$ cat src/rtl/logic_op_arbiter.sv
// Two-requester round-robin front end for a shared 6-function bitwise logic unit.
// One op in flight at a time: IDLE accepts, EXEC computes, DONE holds the result until taken.

module logic_op_lane (
    input  logic [2:0] op,
    input  logic       a,
    input  logic       b,
    output logic       y
);
    always_comb begin
        y = 1'b0;
        case (op)
            3'd0:    y =   a & b;
            3'd1:    y = ~(a & b);
            3'd2:    y =   a | b;
            3'd3:    y = ~(a | b);
            3'd4:    y =   a ^ b;
            3'd5:    y = ~(a ^ b);
            default: y = 1'b0;
        endcase
    end
endmodule

module logic_op_unit #(
    parameter int WIDTH = 8
) (
    input  logic [2:0]       op,
    input  logic [WIDTH-1:0] a,
    input  logic [WIDTH-1:0] b,
    output logic [WIDTH-1:0] y,
    output logic             err
);
    // Illegal opcodes decode to 0 in every lane, so y is already forced low.
    assign err = (op > 3'd5);

    for (genvar i = 0; i < WIDTH; i++) begin : g_lane
        logic_op_lane u_lane (
            .op (op),
            .a  (a[i]),
            .b  (b[i]),
            .y  (y[i])
        );
    end
endmodule

module logic_op_arbiter #(
    parameter int WIDTH = 8
) (
    input  logic             clk,
    input  logic             rst,
    input  logic             req0_valid,
    output logic             req0_ready,
    input  logic [2:0]       req0_op,
    input  logic [WIDTH-1:0] req0_a,
    input  logic [WIDTH-1:0] req0_b,
    input  logic             req1_valid,
    output logic             req1_ready,
    input  logic [2:0]       req1_op,
    input  logic [WIDTH-1:0] req1_a,
    input  logic [WIDTH-1:0] req1_b,
    output logic             res_valid,
    input  logic             res_ready,
    output logic [WIDTH-1:0] res_data,
    output logic             res_id,
    output logic             res_err,
    output logic             busy
);
    typedef enum logic [1:0] {IDLE, EXEC, DONE} state_t;

    typedef struct packed {
        logic [2:0]       op;
        logic [WIDTH-1:0] a;
        logic [WIDTH-1:0] b;
    } req_t;

    state_t           state, state_nxt;
    logic             last_id;
    logic             grant_id;
    logic             any_vld;
    logic             accept;
    logic             res_load;
    logic             res_clear;
    req_t             req0, req1, cap;
    logic             cap_id;
    logic [WIDTH-1:0] unit_y;
    logic             unit_err;

    assign req0 = '{op: req0_op, a: req0_a, b: req0_b};
    assign req1 = '{op: req1_op, a: req1_a, b: req1_b};

    // On a tie the requester not served last wins.
    always_comb begin
        any_vld  = req0_valid | req1_valid;
        grant_id = 1'b0;
        if (req0_valid && req1_valid) grant_id = ~last_id;
        else if (req1_valid)          grant_id = 1'b1;
    end

    always_comb begin
        state_nxt = state;
        accept    = 1'b0;
        res_load  = 1'b0;
        res_clear = 1'b0;
        case (state)
            IDLE: if (any_vld) begin
                accept    = 1'b1;
                state_nxt = EXEC;
            end
            EXEC: begin
                res_load  = 1'b1;
                state_nxt = DONE;
            end
            DONE: if (res_ready) begin
                res_clear = 1'b1;
                state_nxt = IDLE;
            end
            default: state_nxt = IDLE;
        endcase
    end

    assign req0_ready = accept & ~grant_id;
    assign req1_ready = accept &  grant_id;
    assign busy       = (state != IDLE);

    logic_op_unit #(.WIDTH(WIDTH)) u_unit (
        .op  (cap.op),
        .a   (cap.a),
        .b   (cap.b),
        .y   (unit_y),
        .err (unit_err)
    );

    always_ff @(posedge clk) begin
        if (rst) begin
            state     <= IDLE;
            last_id   <= 1'b1;
            cap       <= '0;
            cap_id    <= 1'b0;
            res_valid <= 1'b0;
            res_data  <= '0;
            res_id    <= 1'b0;
            res_err   <= 1'b0;
        end else begin
            state <= state_nxt;
            if (accept) begin
                cap     <= grant_id ? req1 : req0;
                cap_id  <= grant_id;
                last_id <= grant_id;
            end
            if (res_load) begin
                res_valid <= 1'b1;
                res_data  <= unit_y;
                res_id    <= cap_id;
                res_err   <= unit_err;
            end
            if (res_clear) res_valid <= 1'b0;
        end
    end
endmodule

$ cat config.mk
export PLATFORM = sky130hd
export DESIGN_NAME = logic_op_arbiter
export DESIGN_NICKNAME = d
export VERILOG_FILES = /design/src/rtl/logic_op_arbiter.sv
export SDC_FILE = /design/constraint.sdc
export NUM_CORES = 1
export LEC_CHECK = 0
export ABC_AREA = 1
export CORE_MARGIN = 2
export CORE_UTILIZATION = 40
export DETAILED_ROUTE_END_ITERATION = 6
export GPL_ROUTABILITY_DRIVEN = 0
export PLACE_DENSITY = 0.66
export SLEW_MARGIN = 20
export SYNTH_ARGS = -nofsm -noshare
export SYNTH_HDL_FRONTEND = slang
export SYNTH_HIERARCHICAL = 1
export SYNTH_SLANG_ARGS = --single-unit
$ cat constraint.sdc
create_clock -name clk -period 2 [get_ports clk]
set_clock_uncertainty 0.15 [all_clocks]
set_input_delay 0.6 -clock clk [delete_from_list [all_inputs] [get_ports clk]]
set_output_delay 0.6 -clock clk [all_outputs]
set_load 0.02 [all_outputs]
==> results.md <==
- Result of the run: completed
- Grt ovf: 0
- Yosys cell types: 24
- First-pass GRT wire length: ~9.5 mm
- I/O Buffers: between 50 and 60
- Cell Area, Synth: 0.00241 mm²
- Clock Sinks: 34
- Most common cell after layout, fill and taps aside: nand2_1
- Fillers: ~600
- IO Pins: 57
- Post-synth EDFFs: 0
- Critical Path Start Type: register
- Clock buffer depth: 2
- Clock-pin transition on the worst setup and hold timing paths: around 0.060 ns
- Die Wd: about 82 µm
- Worst path buffer plus inverter count: 1
- Yosys reg bits: 34
- Die height: approximately 82 µm
- Pint: roughly 1.3 mW
- Synthesized instance count: 385
- Fin. Hold Viols: 0
- Initial core utilization: 0.409
- Drt via density: 4.64
- Dpl hpwl: ~4.1 mm
- Logic pwr share: 0.346
- Initial antenna violation count: 0
- Layout cells sized above 1: 0.127
- Largest net degree at the start of global routing: 27
- TritonCTS Buffers: 5
- Worst-Skew Late Latency: approximately 0.28 ns
- RSZ-0062 raised after global routing: false
- Syn Area/Cell: between 6 and 7 µm²
- Fin crit share: 0.975
- Sw frac: 0.339
- Worst-path fanout max: 2
- Critical path data arrival time: roughly 1.2 ns
- Crit path largest cell delay: about 0.6 ns
- DR WL/cell: between 10 and 15 µm
- Min Tclk post-route: about 2 ns
- Root Buffer: clkbuf_8
- Htree depth: 2
- Num rows: 28
- Crit-path cells: clkdlybuf4s50_1
- Hold crit path type: reg2reg
- Syn nets: 444
- WP depth: 1
- Total power: just under 2 mW
- Psw: roughly 0.67 mW
- Cell family with most CP delay: buffers and inverters
- Layout Nets: ~500
- Die area: between 0.006 and 0.007 mm²
- Worst slew pin tran: 0.630 ns
- Final setup viols: 0
- Placement Cell Area: ~0.0030 mm²
- Maximum VDD drop: about 0.32 mV
- CP Capture Type: output port
- Maxcap violations: 0
- Worst path required time: ~1.3 ns
- P&R area growth vs syn: 30.9%
- Register area share after synthesis: 0.282
- Final instance area: ~0.0032 mm²
- Routed Antenna Nets: 0
- Worst slew margin: 0.579
- Synth Flop Type: dfxtp_1
- CTS Hold Bufs: 0
- Post-route setup TNS: 0 ns
- Leakage: ~1.7 nW
- Flop pwr share: 0.401
- Via count: about 2400
- Clock tree from TritonCTS: done
- Asr flop ratio synth: 0
- R2r worst-path depth: 6
- Max Transition Viols Final: 0
- Drt first pass iters: 4
- Max frequency: 513 MHz
- DRC Markers: 0
- Total number of yosys warnings: 6
- N_diodes: 0
- Vias in the first global route: approximately 2100
- Commonest non-fill, non-tap cells in the layout: nand2_1, inv_1, nand3_1
- Min Hold Slack: between 0.3 and 0.4 ns
- Clock Power Share: 0.254
- Final wirelength: roughly 5.7 mm
- Hold path depth: 2
- DR iter-0 viols: between 80 and 90
- All-layer global routing usage: 0.188
- Placed cells: 516
- Pwr Density: around 630 mW/mm²
- Post-route insts no fill: around 520
- Crit-path slowest cell: clkdlybuf4s50_1
- CP Class: reg2out
- Core ar.: between 0.005 and 0.006 mm²
path summary, 6_finish.rpt:
check                start       to  slack, ns
setup / recovery    res_id   res_id       0.05
hold reg to reg     cap_id   cap_id       0.32
hold / removal      cap_id   cap_id       0.32
setup reg to reg  state[0]  cap[18]       0.56
logic make-up (layout without fill, tap and decap cells):
family                     count (synthesis)  count (layout)  share of synthesized area
and+or+nand+nor                          215             215                      0.379
adders and majority gates                 16              16                     0.0831
buffers and inverters                     86             150                      0.169
DFF                                       34              34                      0.282
AOI/OAI and AO/OA                         34              34                     0.0867
metrics by stage:
stage	worst slack, ns	utilization
global placement	-0.763	0.516
detailed placement	-0.779	0.516
global route	0.00883	0.536
floorplan	0.0423	-
finish	0.0498	0.536
CTS	-0.00694	0.532
routing by layer:
| metal | vias up | global-route usage | share of wire | routed length (µm) |
|---|---|---|---|---|
| met3 | 8 | 0.0429 | 0.049 | 280 |
| met1 | 1061 | 0.222 | 0.47 | 2680 |
| met4 | 0 | 0.0717 | 0.021 | 122 |
| met2 | 56 | 0.329 | 0.46 | 2660 |
| li1 | 1307 | - | - | - |
| met5 | - | 0 | 0 | 0 |
power by group through the flow:
stage,clock (mW),combinational (mW),sequential (mW)
after global routing,0.554,0.780,0.806
after global placement,0,0.678,0.810
after detailed placement,0,0.692,0.812
final,0.504,0.687,0.796
after floorplan,0,0.419,0.847
after CTS,0.520,0.698,0.798
cells in the mapped netlist (2+ instances only):
cell type | number | area, µm²
nand2_1 | 130 | 488
inv_1 | 62 | 233
nand3_1 | 44 | 220
dfxtp_1 | 34 | 681
nor2_1 | 23 | 86.3
ha_1 | 16 | 200
a21oi_1 | 14 | 70.1
o21ai_0 | 11 | 55.1
inv_2 | 9 | 33.8
nand2_2 | 8 | 50.1
nand4_1 | 8 | 50.1
a21oi_2 | 7 | 61.3
buf_4 | 4 | 30.0
buf_2 | 2 | 10.0
buf_6 | 2 | 22.5
buf_8 | 2 | 30.0
clkbuf_1 | 2 | 7.51
area by class of cell:
type | instances | area [µm²] | area share
multi-input cells | 265 | 1330 | 0.421
inverters | 72 | 273 | 0.0865
well taps | 75 | 93.8 | 0.0298
flip-flops and latches | 34 | 681 | 0.216
repair buffers | 72 | 697 | 0.221
clock buffers | 6 | 82.6 | 0.0262
registers in the layout, summed over array words and instances, names as in the netlist:
signal and cells:
cap 19, cap_id 1, last_id 1, res_data 8
res_err 1, res_id 1, res_valid 1, state 2
tightest hold or removal path: stages, from the launching register on:
cell	delay (ns)
dfxtp_1	0.31
nand2_1	0.06
a21oi_1	0.05
timing repair:
| item | 4_1_cts | 5_1_grt |
|---|---|---|
| pin swaps | 2 | 3 |
| gates cloned | 0 | 0 |
| endpoints found under the setup margin | 3 | 12 |
| buffers inserted | 2 | 0 |
| resized for setup | 22 | 12 |
No activity file was read; power rests on OpenSTA's default activity.
